### src/rtl/lru_ctrl_pkg.sv
// Shared constants for the LRU controller: table geometry, FSM state
// encodings and way encodings.
package lru_ctrl_pkg;

    // Table geometry: one LRU bit per set.
    localparam int CACHE_IDX_W = 8;
    localparam int CACHE_DEPTH = 1 << CACHE_IDX_W;

    // Controller states.
    typedef enum logic [1:0] {
        LRU_ST_INIT = 2'd0,
        LRU_ST_IDLE = 2'd1,
        LRU_ST_VUPD = 2'd2
    } lru_state_t;

    // Way encodings; the stored bit names the way to evict next.
    localparam logic WAY0 = 1'b0;
    localparam logic WAY1 = 1'b1;

endpackage

### src/rtl/lru_ctrl.sv
// Read-modify-write controller for the 1-bit-per-set LRU table of a 2-way
// set-associative cache. Clears the table after reset, applies hit updates
// and answers victim queries (read, then mark the refilled way as MRU).
// Optional feature: define LRU_FLUSH_EN to add flush_i, which re-runs the
// table clear from IDLE or VUPD.
module lru_ctrl
    import lru_ctrl_pkg::*;
#(
    parameter int IDX_W = CACHE_IDX_W,
    parameter int DEPTH = CACHE_DEPTH
) (
    input  logic             clk,
    input  logic             rst,
`ifdef LRU_FLUSH_EN
    input  logic             flush_i,
`endif
    output logic             init_done_o,
    input  logic             hit_valid_i,
    input  logic [IDX_W-1:0] hit_index_i,
    input  logic             hit_way_i,
    output logic             hit_ready_o,
    input  logic             vic_req_i,
    input  logic [IDX_W-1:0] vic_index_i,
    output logic             vic_ready_o,
    output logic             vic_valid_o,
    output logic             vic_way_o,
    output logic [IDX_W-1:0] lru_index_o,
    output logic             lru_wr_en_o,
    output logic             lru_wr_data_o,
    input  logic             lru_rd_i
);

    localparam logic [IDX_W-1:0] LAST_IDX = IDX_W'(DEPTH - 1);

    lru_state_t       state_q, state_d;
    logic [IDX_W-1:0] cnt_q, cnt_d;
    logic [IDX_W-1:0] vic_idx_q, vic_idx_d;

    // State, clear-sweep counter and pending victim set.
    // NOTE: non-blocking assignments so every register updates from the same
    // pre-edge values regardless of statement order.
    always_ff @(posedge clk or posedge rst) begin
        if (rst) begin
            state_q   <= LRU_ST_INIT;
            cnt_q     <= '0;
            vic_idx_q <= '0;
        end else begin
            state_q   <= state_d;
            cnt_q     <= cnt_d;
            vic_idx_q <= vic_idx_d;
        end
    end

    // Next-state logic and all table-side / requester-side outputs.
    // NOTE: every signal driven here gets a default first, so no branch can
    // leave one unassigned and infer a latch.
    always_comb begin
        state_d       = state_q;
        cnt_d         = cnt_q;
        vic_idx_d     = vic_idx_q;
        init_done_o   = 1'b0;
        hit_ready_o   = 1'b0;
        vic_ready_o   = 1'b0;
        vic_valid_o   = 1'b0;
        vic_way_o     = WAY0;
        lru_index_o   = '0;
        lru_wr_en_o   = 1'b0;
        lru_wr_data_o = 1'b0;

        unique case (state_q)
            LRU_ST_INIT: begin
                // Clear one set per cycle; the counter wraps back to 0.
                lru_index_o = cnt_q;
                lru_wr_en_o = 1'b1;
                cnt_d       = cnt_q + IDX_W'(1);
                if (cnt_q == LAST_IDX) begin
                    state_d = LRU_ST_IDLE;
                end
            end

            LRU_ST_IDLE: begin
                init_done_o = 1'b1;
                hit_ready_o = 1'b1;
                // Hits win the shared index port; a query waits a cycle.
                vic_ready_o = !hit_valid_i;
                if (hit_valid_i) begin
                    lru_index_o   = hit_index_i;
                    lru_wr_en_o   = 1'b1;
                    lru_wr_data_o = ~hit_way_i;
                end else if (vic_req_i) begin
                    lru_index_o = vic_index_i;
                    vic_idx_d   = vic_index_i;
                    state_d     = LRU_ST_VUPD;
                end
            end

            LRU_ST_VUPD: begin
                // Read data for the queried set arrives now: report it and
                // make the other way the next victim.
                init_done_o   = 1'b1;
                vic_valid_o   = 1'b1;
                vic_way_o     = (lru_rd_i == WAY1) ? WAY1 : WAY0;
                lru_index_o   = vic_idx_q;
                lru_wr_en_o   = 1'b1;
                lru_wr_data_o = ~lru_rd_i;
                state_d       = LRU_ST_IDLE;
            end

            default: begin
                state_d = LRU_ST_INIT;
                cnt_d   = '0;
            end
        endcase

`ifdef LRU_FLUSH_EN
        // Flush restarts the clear sweep; the current cycle's outputs
        // (including a VUPD write and result pulse) still complete.
        if (flush_i && (state_q != LRU_ST_INIT)) begin
            state_d = LRU_ST_INIT;
            cnt_d   = '0;
        end
`endif
    end

endmodule

### config.mk
export PLATFORM = sky130hd
export DESIGN_NAME = lru_ctrl
export DESIGN_NICKNAME = d
export VERILOG_FILES = /design/src/rtl/lru_ctrl_pkg.sv /design/src/rtl/lru_ctrl.sv
export SDC_FILE = /design/constraint.sdc
export NUM_CORES = 1
export LEC_CHECK = 0
export ABC_AREA = 1
export CAP_MARGIN = 10
export CELL_PAD_IN_SITES_DETAIL_PLACEMENT = 1
export CELL_PAD_IN_SITES_GLOBAL_PLACEMENT = 2
export CORE_MARGIN = 5
export CORE_UTILIZATION = 22
export DETAILED_ROUTE_END_ITERATION = 12
export PLACE_DENSITY_LB_ADDON = 0.2
export SETUP_SLACK_MARGIN = 0.1
export SLEW_MARGIN = 20
export SYNTH_ARGS = -nofsm -noshare
export SYNTH_HDL_FRONTEND = slang
export SYNTH_SLANG_ARGS = --single-unit
export TNS_END_PERCENT = 5
### constraint.sdc
create_clock -name clk -period 1.55 [get_ports clk]
set_input_delay 0.31 -clock clk [delete_from_list [all_inputs] [get_ports clk]]
set_output_delay 0.31 -clock clk [all_outputs]
set_load 0.02 [all_outputs]
==> results of run 1 <==
[logic make-up after synthesis]
| kind of cell | Yosys count |
|---|---|
| DFF | 18 |
| AOI/OAI and AO/OA | 41 |
| buffers and inverters | 32 |
| and+or+nand+nor | 67 |
| adders and majority gates | 7 |
[Yosys cell counts]
library cell and number:
a2bb2oi_1 1, nand3_1 5, buf_2 1, nand2_2 2
ha_1 7, nand2_1 44, a21oi_2 1, buf_6 1
inv_2 1, nand3b_1 1, a21oi_1 21, nor3_4 1
o21ai_0 18, buf_1 1, inv_1 28, dfrtp_1 18
nand4_1 2, nor2_1 12
[critical path: stages (launching register included)]
cell and delay (ps):
dfrtp_1 400, inv_2 110, ha_4 160, inv_2 50
nor3_4 180, buf_6 170, nand2_2 60, a21oi_2 140
buf_6 140
[flip-flops by register name, summed over array words and instances (netlist names)]
signal	cells
cnt_q	8
vic_idx_q	8
state_q	2
[final cells by class]
cell class                 count  area [sq um]  share of cell area, %
clock buffer                   4          55.1                   2.62
inverter                      29           111                   5.29
multi-input combinational    115           729                   34.7
sequential                    18           450                   21.4
tap                           70          87.6                   4.16
timing repair buffer          74           669                   31.8
[worst max-delay path by stage]
stage,startpoint,endpoint,cells past startpoint
global route,state_q[1]$_DFFE_PP0P_,lru_index_o[1],8
global placement,hit_valid_i,lru_index_o[4],6
finish,state_q[1]$_DFFE_PP0P_,lru_index_o[0],8
floorplan,state_q[1]$_DFFE_PP0P_,lru_index_o[4],7
detailed placement,hit_valid_i,lru_index_o[5],6
CTS,state_q[1]$_DFFE_PP0P_,lru_wr_en_o,6
[metal layers]
| metal | vias up | global-route usage (%) | routed length [microns] |
|---|---|---|---|
| met5 | - | 0 | 0 |
| met4 | 0 | 3.92 | 44 |
| met3 | 6 | 2.49 | 196 |
| met2 | 28 | 20.8 | 1990 |
| met1 | 618 | 16.3 | 1870 |
| li1 | 673 | - | - |
[what timing repair did]
item / in CTS / in global routing
endpoints found under the setup margin: 25 / 28
setup buffers: 1 / 0
pin swaps: 5 / 1
resized for setup: 96 / 28
cloned: 0 / 0
[report_power, final]
part / switching (mW) / leakage, nW / internal, mW
Combinational: 0.0344 / 0.803 / 0.0571
Sequential: 0.00342 / 0.206 / 0.480
Clock: 0.178 / 0.0288 / 0.226
Total: 0.216 / 1.04 / 0.764
[layout by cell type, fill, tap and decap left out, types with 2 or more instances in the layout]
cell type | Yosys | routed
inv_2 | 1 | 6
inv_1 | 28 | 22
a21oi_4 | 0 | 2
clkdlybuf4s50_1 | 0 | 20
nor2_2 | 0 | 4
o21ai_2 | 0 | 4
ha_4 | 0 | 3
nor2_1 | 12 | 7
buf_4 | 0 | 37
o21ai_1 | 0 | 2
clkbuf_8 | 0 | 4
ha_1 | 7 | 3
a21oi_1 | 21 | 12
nand3_1 | 5 | 5
nand4_1 | 2 | 2
nand2_1 | 44 | 37
nand2_2 | 2 | 9
o21ai_0 | 18 | 12
buf_6 | 1 | 14
dfrtp_1 | 18 | 18
a21oi_2 | 1 | 8
==> results.md, run 1 <==
| Stage | Item | Reported |
|:---|:---|:---|
| sta | Worst slew margin | 82.0% |
| power and ir drop | Final total power | 980 uW |
| drt | Average wire per standard cell | 13.2 microns |
| final layout | Layout overhead on the synthesized area | 80.8% |
| synth | Synthesized cell area | 1160 sq um |
| floorplanning | Die footprint | 6840 sq um |
| placed design | Gpl congestion | 0.718 |
| grt | Via count of the first global-routing pass | 1,407 |
| synth | Mux share of post-synthesis cell area | 0% |
| sta | RSZ-0062 raised after global routing | true |
| setup path | Start of the worst register-to-register path | state_q[1]$_DFFE_PP0P_ |
| run status | Violations in the final reports | setup timing |
| floorplanning | Die height | 82.7 microns |
| synth | Area fraction in and, or, nand and nor cells after synthesis | 24.4% |
| cts | Clock Pin Slew Worst Setup and Hold Paths | 80 ps |
| synth | Adder-Cell Fraction of Synth Area | 7.53% |
| final layout | Share of the core filled with cells in the final layout | 41.2% |
| setup path | Reg-to-reg setup timing slack | 50 ps |
| power and ir drop | Pwr/cell area | 466 nW/um^2 |
| cts | Clock latency reported for the late side of the worst-skew pair | 260 ps |
| run status | Run status | finished, violations left |
| setup path | Kind of start point of the critical path | flop |
| synth | Largest family of logic cells by synthesized area | simple AND/OR/NAND/NOR gates |
| synth | Synth top area share | 38.7% |
| final layout | Ant diodes | 0 |
| grt | Initial antenna violation count | 0 |
| placed design | Dpl cell area | 1940 sq um |
| final layout | Net total in the final layout | 270 |
| placed design | Instance count after placement with tap cells included | 305 |
| synth | Register bit count reported by yosys | 18 |
| setup path | Data arrival time of the critical path | 1670 ps |
| cts | Root buffer selected by CTS | clkbuf_8 |
| sta | Portion of the clock cycle consumed by the worst path in the final layout | 128% |
| setup path | Worst EP required | 1240 ps |
| sta | Final critical path time including I/O delays and setup | 1980 ps |
| synth | Cell type with the highest aggregate area in the netlist | dfrtp_1 |
| sta | Final hold slack | 374 ps |
| placed design | HPWL after detailed placement | 3270 microns |
| cts | Sink count of the clock tree | 18 |
| grt | Wire length of the first global-routing pass | 6530 microns |
| synth | Cells taking the most area after synthesis | dfrtp_1 39%, nand2_1 14%, a21oi_1 9.0%, inv_1 9.0%, o21ai_0 7.7% |
| grt | Global routing usage summed across all routing layers | 12.5% |
| floorplanning | Total core area | 5110 sq um |
| grt | Sum of overflow across all layers after global routing | 0 |
| setup path | Critical path type | flop to primary output |
| synth | Synthesized netlist cell count | 165 |
| sta | Setup total negative slack | -3990 ps |
| cts | Cts-stage hold buffer count | 0 |
| placed design | Number of input and output port buffers inserted | 36 |
| final layout | Filler-free cell count of the finished design | 310 |
| drt | Final antenna-violating net count | 0 |
| final layout | Fillers | 648 |
| floorplanning | Starting utilization of the core area | 22.8% |
| drt | Number of optimization iterations in the first detailed-route pass | 4 |
| setup path | Largest fanout of any net on the critical path | 6 |
| drt | Sum of routed wire length over all layers | 4110 microns |
| drt | Number of remaining DRC errors | 0 |
| grt | Maximum number of pins on one net before global-route repair | 19 |
| floorplanning | I/O pins | 37 |
| cts | Number of H-tree branching levels | 1 |
| floorplanning | Width of the die | 82.7 microns |
| placed design | Worst setup timing slack at the placement stage | -881 ps |
| synth | Synth warnings | 0 |
| drt | Vias per Instance | 4.27 |
| sta | Worst Tran Pin Value | 270 ps |
| final layout | Final instance area | 2100 sq um |
| power and ir drop | Largest voltage drop on the vdd net | 0.276 mV |
| sta | Number of pins exceeding their max-slew limit in the final report | 0 |
| synth | Net count after synthesis | 194 |
| sta | Hold Violations, Final | 0 |
| synth | Post-synthesis share of cell area spent on xor and xnor gates | 0% |
| synth | Syn_area_per_cell | 7.05 sq um |
| cts | Clock tree from TritonCTS | built |
| sta | Max Clock Skew | 6.46 ps |
| floorplanning | Row cnt | 26 |
| synth | Synth Area in Compound Gates | 18.3% |
| sta | Highest Clock Rate | 0.506 GHz |
| drt | Iteration-0 DRC Markers | 20 |
| setup path | Worst setup EP type | primary output |
| setup path | Register-to-Register Path Depth | 11 |
| synth | Sequential area share after synthesis | 38.7% |
| cts | Clock buffer depth | 2 |
| job | Number of maximum-capacitance constraint violations | 0 |
| sta | Final worst-path setup slack | -426 ps |
| final layout | Fraction of layout cells with a size suffix above 1 | 40.8% |
| drt | Via count | 1,325 |
| power and ir drop | Static leakage | 1.04 nW |
| min path | Worst hold path type | input pin to async pin |
| sta | Final setup violation count | 13 |
| synth | Unique cell type count in the Yosys netlist | 18 |
| cts | Number of buffers added by the clock tree synthesis step | 3 |
| setup path | Capturing point of the worst reg2reg path | cnt_q[7]$_DFFE_PP0N_ |
Power figures use the tool's default switching activity.
==> run 2, diff against run 1 <==
CORE_MARGIN = not set   (was 5)
CORE_UTILIZATION = 24   (was 22)
SKIP_CTS_REPAIR_TIMING = 1   (was not set)
clock period = 2.1 ns   (was 1.55 ns; I/O delays follow)
==> run 2 against run 1 <==
Against the previous run: the flow still finishes with violations (setup timing); sequential share of layout area increased by 3.7 points; clock-buffer cell count is the same; global-route usage grew 2.8 points; non-clock buffer count fell by 18; cell count shrank 12%; sequential cell count unchanged; largest cell class unchanged; largest power group unchanged; highest routed layer unchanged.
==> results.md, run 2 (synthesis gave the netlist of run 1 again) <==
| Stage | Item | Reported | vs previous |
|:---|:---|:---|:---|
| placed design | Worst setup timing slack at the placement stage | -518 ps | +363 ps |
| placed design | Number of input and output port buffers inserted | 36 | unchanged |
| sta | Final critical path time including I/O delays and setup | 2140 ps |  |
| setup path | Top Family by Delay on Critical Path | buffers and inverters |  |
| sta | RSZ-0062 raised after global routing | true |  |
| setup path | Reg-to-reg setup timing slack | 400 ps | +350 ps |
| cts | Clock latency reported for the late side of the worst-skew pair | 260 ps | about the same |
| cts | Clock Pin Slew Worst Setup and Hold Paths | 80 ps | about the same |
| setup path | Stages on worst setup path | 8 | unchanged |
| floorplanning | Row cnt | 24 | -7.7% |
| placed design | Gpl congestion | 0.772 | +7.5% |
| job | Number of maximum-capacitance constraint violations | 0 | unchanged |
| setup path | Critical path type | flop to primary output |  |
| final layout | Fillers | 554 | -15% |
| final layout | Net total in the final layout | 252 | -6.7% |
| final layout | Share of the core filled with cells in the final layout | 40.0% | -1.2 points |
| setup path | Endpoint of the most critical setup path | lru_index_o[5] |  |
| grt | Maximum number of pins on one net before global-route repair | 19 | unchanged |
| grt | Sum of overflow across all layers after global routing | 0 | unchanged |
| floorplanning | Starting utilization of the core area | 25.8% | +3.1 points |
| sta | Final worst-path setup slack | -37.3 ps | +389 ps |
| setup path | Largest fanout of any net on the critical path | 13 | +7 |
| sta | Max Clock Skew | 1.24 ps | -5.23 ps |
| final layout | Filler-free cell count of the finished design | 274 | -12% |
| setup path | Worst-path cell chain | inv_2 -> ha_4 -> inv_2 -> nor3_4 -> buf_12 -> nand2_2 -> a21oi_2 -> dlymetal6s2s_1 |  |
| sta | Worst slew margin | 66.6% | -15 points |
| final layout | Final instance area | 1800 sq um | -14% |
| grt | Via count of the first global-routing pass | 1,296 | -7.9% |
| drt | Number of optimization iterations in the first detailed-route pass | 4 | unchanged |
| min path | Worst hold path type | input pin to async pin |  |
| drt | Number of remaining DRC errors | 0 | unchanged |
| placed design | HPWL after detailed placement | 2840 microns | -13% |
| floorplanning | I/O pins | 37 | unchanged |
| final layout | Multi-input gate area | 616 sq um | -16% |
| setup path | Buffering stage count on the worst path with inverters included | 4 | unchanged |
| drt | Vias per Instance | 4.51 | +5.5% |
| setup path | Slowest library cell on the worst path | dfrtp_1 |  |
| floorplanning | Total core area | 4500 sq um | -12% |
| placed design | Instance count after placement with tap cells included | 270 | -11% |
| power and ir drop | Static leakage | 0.991 nW | -4.5% |
| setup path | Worst setup path startpoint | state_q[1]$_DFFE_PP0P_ |  |
| cts | Number of buffers added by the clock tree synthesis step | 3 | unchanged |
| sta | Final hold slack | 488 ps | +113 ps |
| setup path | Start of the worst register-to-register path | state_q[0]$_DFFE_PP0P_ |  |
| sta | Final setup violation count | 7 | -6 |
| grt | Global routing usage summed across all routing layers | 15.3% | +2.8 points |
| cts | Root buffer selected by CTS | clkbuf_8 |  |
| drt | Via count | 1,236 | -6.7% |
| final layout | Area occupied by registers | 452 sq um | +0.28% |
| grt | Initial antenna violation count | 0 | unchanged |
| sta | Hold Violations, Final | 0 | unchanged |
| setup path | Longest individual stage delay on the worst path | 390 ps | about the same |
| sta | Number of pins exceeding their max-slew limit in the final report | 0 | unchanged |
| drt | Final antenna-violating net count | 0 | unchanged |
| final layout | Registers with the most flip-flops | cnt_q (8), vic_idx_q (8), state_q (2) |  |
| floorplanning | Width of the die | 71.6 microns | -13% |
| cts | Clock buffer depth | 2 | unchanged |
| drt | Iteration-0 DRC Markers | 47 | +140% |
| power and ir drop | Pwr/cell area | 398 nW/um^2 | -15% |
| sta | Highest Clock Rate | 0.468 GHz |  |
| run status | Violations in the final reports | setup timing |  |
| setup path | Worst setup EP type | primary output |  |
| setup path | Capturing point of the worst reg2reg path | cnt_q[7]$_DFFE_PP0N_ |  |
| run status | Run status | finished, violations left |  |
| final layout | Most used cells in the layout excluding fill and tap cells | 44 x nand2_1, 24 x inv_1, 23 x buf_4 |  |
| grt | Wire length of the first global-routing pass | 6030 microns | -7.7% |
| floorplanning | Die height | 71.6 microns | -13% |
| sta | Portion of the clock cycle consumed by the worst path in the final layout | 102% |  |
| floorplanning | Die footprint | 5130 sq um | -25% |
| final layout | Fraction of layout cells with a size suffix above 1 | 22.1% | -19 points |
| cts | Number of H-tree branching levels | 1 | unchanged |
| cts | Clock tree from TritonCTS | built |  |
| power and ir drop | Largest voltage drop on the vdd net | 0.150 mV | -46% |
| final layout | Ant diodes | 0 | unchanged |
| cts | Sink count of the clock tree | 18 | unchanged |
| final layout | Commonest non-fill, non-tap cell in the layout | nand2_1 |  |
| sta | Worst Tran Pin Value | 496 ps | +227 ps |
| setup path | Kind of start point of the critical path | flop |  |
| drt | Average wire per standard cell | 13.4 microns | +1.3% |
| setup path | Register-to-Register Path Depth | 10 | -1 |
| final layout | Layout overhead on the synthesized area | 54.8% |  |
| setup path | Data arrival time of the critical path | 1720 ps | +50 ps |
| setup path | Library cell appearing most often on the critical path | inv_2 |  |
| placed design | Dpl cell area | 1740 sq um | -10% |
| drt | Sum of routed wire length over all layers | 3680 microns | -10% |
| setup path | Worst EP required | 1680 ps | +440 ps |
[run 2: worst min path at each step]
stage                                         from                       end  slack (ps)
after global routing                           rst  vic_idx_q[6]$_DFFE_PP0P_         510
after CTS                                      rst  vic_idx_q[6]$_DFFE_PP0P_         500
after floorplan                                rst      cnt_q[0]$_DFFE_PP0N_         360
after detailed placement  vic_idx_q[3]$_DFFE_PP0P_  vic_idx_q[3]$_DFFE_PP0P_         530
final                                          rst  vic_idx_q[6]$_DFFE_PP0P_         490
after global placement    vic_idx_q[2]$_DFFE_PP0P_  vic_idx_q[2]$_DFFE_PP0P_         520
[run 2: metrics by stage]
step / TNS, ps / power (mW)
after floorplan: 0 / 0.377
after global placement: -4340 / 0.424
after detailed placement: -4610 / 0.426
after CTS: -5970 / 0.731
after global routing: -1010 / 0.753
final: -85.2 / 0.717
[run 2: worst register-to-register path, delay by kind of cell, from the launching register on]
kind                     cells  cell delay, ps
flip-flops                   1             450
AND/OR/NAND/NOR              6             610
adder cells (fa/ha/maj)      1             270
buffers and inverters        3             300
[run 2: metal layers]
layer | up-vias | routed length, microns | GRT usage, %
met2 | 28 | 1730 | 25.3
met1 | 568 | 1760 | 20.6
met3 | 2 | 169 | 2.53
met4 | 0 | 21 | 4.58
li1 | 638 | - | -
met5 | - | 0 | 0
[run 2: cell type report]
cell class / count / share of cell area [%]
Timing Repair Buffer: 56 / 28.1
Tap cell: 52 / 3.61
Inverter: 29 / 6.04
Sequential cell: 18 / 25.1
Clock buffer: 4 / 3.06
Multi-Input combinational cell: 115 / 34.2
[run 2: power breakdown]
| part | internal (mW) | total (mW) | switching [mW] |
|---|---|---|---|
| clock network | 0.167 | 0.298 | 0.131 |
| logic | 0.0396 | 0.0625 | 0.0229 |
| registers | 0.354 | 0.357 | 0.00239 |
==> run 3, diff against run 2 <==
CORE_UTILIZATION = 22   (was 24)
MAX_ROUTING_LAYER = met4   (was not set)
clock period = 1.85 ns   (was 2.1 ns; I/O delays follow)
==> run 3 against run 2 <==
Against the previous run: largest cell class unchanged; the flow still finishes with violations (setup timing); routed wire length increased by 12%; die area increased by 8.8%; first-iteration DRC count increased by 30%; critical path depth unchanged; sequential power increased by 14%; global-route usage decreased by 0.28 points; clock power increased by 17%.
==> results.md, run 3 (synthesis gave the netlist of run 1 again) <==
| Stage | Item | Reported | vs previous |
|:---|:---|:---|:---|
| run status | Run status | finished, violations left |  |
| run status | Violations in the final reports | setup timing |  |
| setup path | Start of the worst register-to-register path | state_q[0]$_DFFE_PP0P_ |  |
| sta | Max Clock Skew | 6.98 ps | +5.75 ps |
| drt | Final antenna-violating net count | 0 | unchanged |
| job | Number of maximum-capacitance constraint violations | 0 | unchanged |
| cts | Number of buffers added by the clock tree synthesis step | 3 | unchanged |
| floorplanning | Total core area | 5110 sq um | +13% |
| cts | Number of H-tree branching levels | 1 | unchanged |
| final layout | Registers with the most flip-flops | cnt_q (8), vic_idx_q (8), state_q (2) |  |
| drt | Average wire per standard cell | 13.4 microns | -0.38% |
| sta | RSZ-0062 raised after global routing | true |  |
| grt | Via count of the first global-routing pass | 1,275 | -1.6% |
| final layout | Fraction of layout cells with a size suffix above 1 | 36.6% | +14 points |
| placed design | Number of input and output port buffers inserted | 36 | unchanged |
| grt | Initial antenna violation count | 0 | unchanged |
| final layout | Fillers | 648 | +17% |
| drt | Iteration-0 DRC Markers | 61 | +30% |
| power and ir drop | Final total power | 834 uW | +16% |
| grt | Sum of overflow across all layers after global routing | 0 | unchanged |
| sta | Setup total negative slack | -1740 ps | -1660 ps |
| cts | Clock buffer depth | 2 | unchanged |
| drt | Number of remaining DRC errors | 0 | unchanged |
| drt | Number of optimization iterations in the first detailed-route pass | 2 | -2 |
| drt | Sum of routed wire length over all layers | 4120 microns | +12% |
| setup path | Largest fanout of any net on the critical path | 8 | -5 |
| drt | Via count | 1,313 | +6.2% |
| floorplanning | Width of the die | 74.7 microns | +4.3% |
| sta | Portion of the clock cycle consumed by the worst path in the final layout | 112% |  |
| cts | Root buffer selected by CTS | clkbuf_8 |  |
| placed design | Dpl cell area | 1920 sq um | +10% |
| floorplanning | Row cnt | 26 | +8.3% |
| min path | Worst hold path type | input pin to async pin |  |
| setup path | Data arrival time of the critical path | 1700 ps | -20 ps |
| cts | Sink count of the clock tree | 18 | unchanged |
| final layout | Final instance area | 2120 sq um | +17% |
| final layout | Layout overhead on the synthesized area | 81.8% |  |
| cts | Clock tree from TritonCTS | built |  |
| final layout | Multi-input gate area | 744 sq um | +21% |
| floorplanning | Starting utilization of the core area | 22.8% | -3.1 points |
| power and ir drop | Static leakage | 1.09 nW | +10% |
| sta | Worst Tran Pin Value | 425 ps | -71.5 ps |
| final layout | Most used cells in the layout excluding fill and tap cells | 38 x nand2_1, 37 x buf_4, 23 x inv_1 |  |
| grt | Global routing usage summed across all routing layers | 15.0% | -0.28 points |
| setup path | Worst setup path startpoint | state_q[0]$_DFFE_PP0P_ |  |
| final layout | Ant diodes | 0 | unchanged |
| sta | Hold Violations, Final | 0 | unchanged |
| setup path | Worst setup EP type | primary output |  |
| grt | Maximum number of pins on one net before global-route repair | 19 | unchanged |
| final layout | Net total in the final layout | 268 | +6.3% |
| floorplanning | Die footprint | 5580 sq um | +8.8% |
| cts | Clock latency reported for the late side of the worst-skew pair | 270 ps | about the same |
| power and ir drop | Pwr/cell area | 394 nW/um^2 | -0.95% |
| sta | Worst slew margin | 71.4% | +4.8 points |
| sta | Highest Clock Rate | 0.482 GHz |  |
| setup path | Worst EP required | 1480 ps | -200 ps |
| sta | Number of pins exceeding their max-slew limit in the final report | 0 | unchanged |
| setup path | Reg-to-reg setup timing slack | 200 ps | -200 ps |
| setup path | Critical path type | flop to primary output |  |
| final layout | Commonest non-fill, non-tap cell in the layout | nand2_1 |  |
| placed design | HPWL after detailed placement | 3030 microns | +6.8% |
| floorplanning | Die height | 74.7 microns | +4.3% |
| sta | Final worst-path setup slack | -223 ps | -186 ps |
| final layout | Area occupied by registers | 450 sq um | -0.28% |
| cts | Clock Pin Slew Worst Setup and Hold Paths | 80 ps | about the same |
| floorplanning | I/O pins | 37 | unchanged |
| placed design | Gpl congestion | 0.751 | -2.6% |
| setup path | Kind of start point of the critical path | flop |  |
| power and ir drop | Largest voltage drop on the vdd net | 0.190 mV | +27% |
| sta | Final critical path time including I/O delays and setup | 2070 ps |  |
| sta | Final setup violation count | 10 | +3 |
| drt | Vias per Instance | 4.26 | -5.5% |
| grt | Wire length of the first global-routing pass | 5950 microns | -1.3% |
==> run 3: metal layers <==
metal  routed length [microns]  vias up  GRT usage [%]
met5                         0        -              -
met4                        48        0           5.66
met3                       126        4           2.54
met2                      2050       22           23.7
met1                      1890      622           19.2
li1                          -      665              -
==> run 3: power breakdown <==
part	internal, mW	switching, mW
Sequential	0.402	0.00321
Clock	0.190	0.159
Combinational	0.0489	0.0311
Total	0.641	0.193
==> run 3: critical path: stages, from the launching register on <==
cell	delay, ps
dfrtp_1	430
buf_6	130
ha_4	150
inv_4	40
nor3_4	170
buf_12	180
nand2_2	80
a21oi_4	130
buf_6	130
==> run 3: final timing paths <==
check	to	cells after the start
max	lru_index_o[5]	8
max in group asynchronous	vic_idx_q[6]$_DFFE_PP0P_	3
max reg2reg	cnt_q[6]$_DFFE_PP0N_	10
min	cnt_q[1]$_DFFE_PP0N_	3
min reg2reg	vic_idx_q[0]$_DFFE_PP0P_	2
min in group clk	vic_idx_q[0]$_DFFE_PP0P_	2
==> run 3: final cells by class <==
type | count | area share, %
Timing Repair Buffer | 72 | 31.5
Tap cell | 70 | 4.14
Clock buffer | 4 | 2.60
Sequential cell | 18 | 21.3
Multi-Input combinational cell | 115 | 35.2
Inverter | 29 | 5.26
==> run 3: per-stage QoR <==
step | utilization, % | setup slack, ps | std cells | hold slack [ps]
2_1_floorplan | - | 67.6 | 165 | 309
3_3_place_gp | 37.5 | -658 | 300 | 521
3_5_place_dp | 37.5 | -710 | 300 | 528
4_1_cts | 38.6 | -757 | 304 | 427
5_1_grt | 41.4 | -303 | 308 | 457
6_report | 41.4 | -223 | 308 | 425
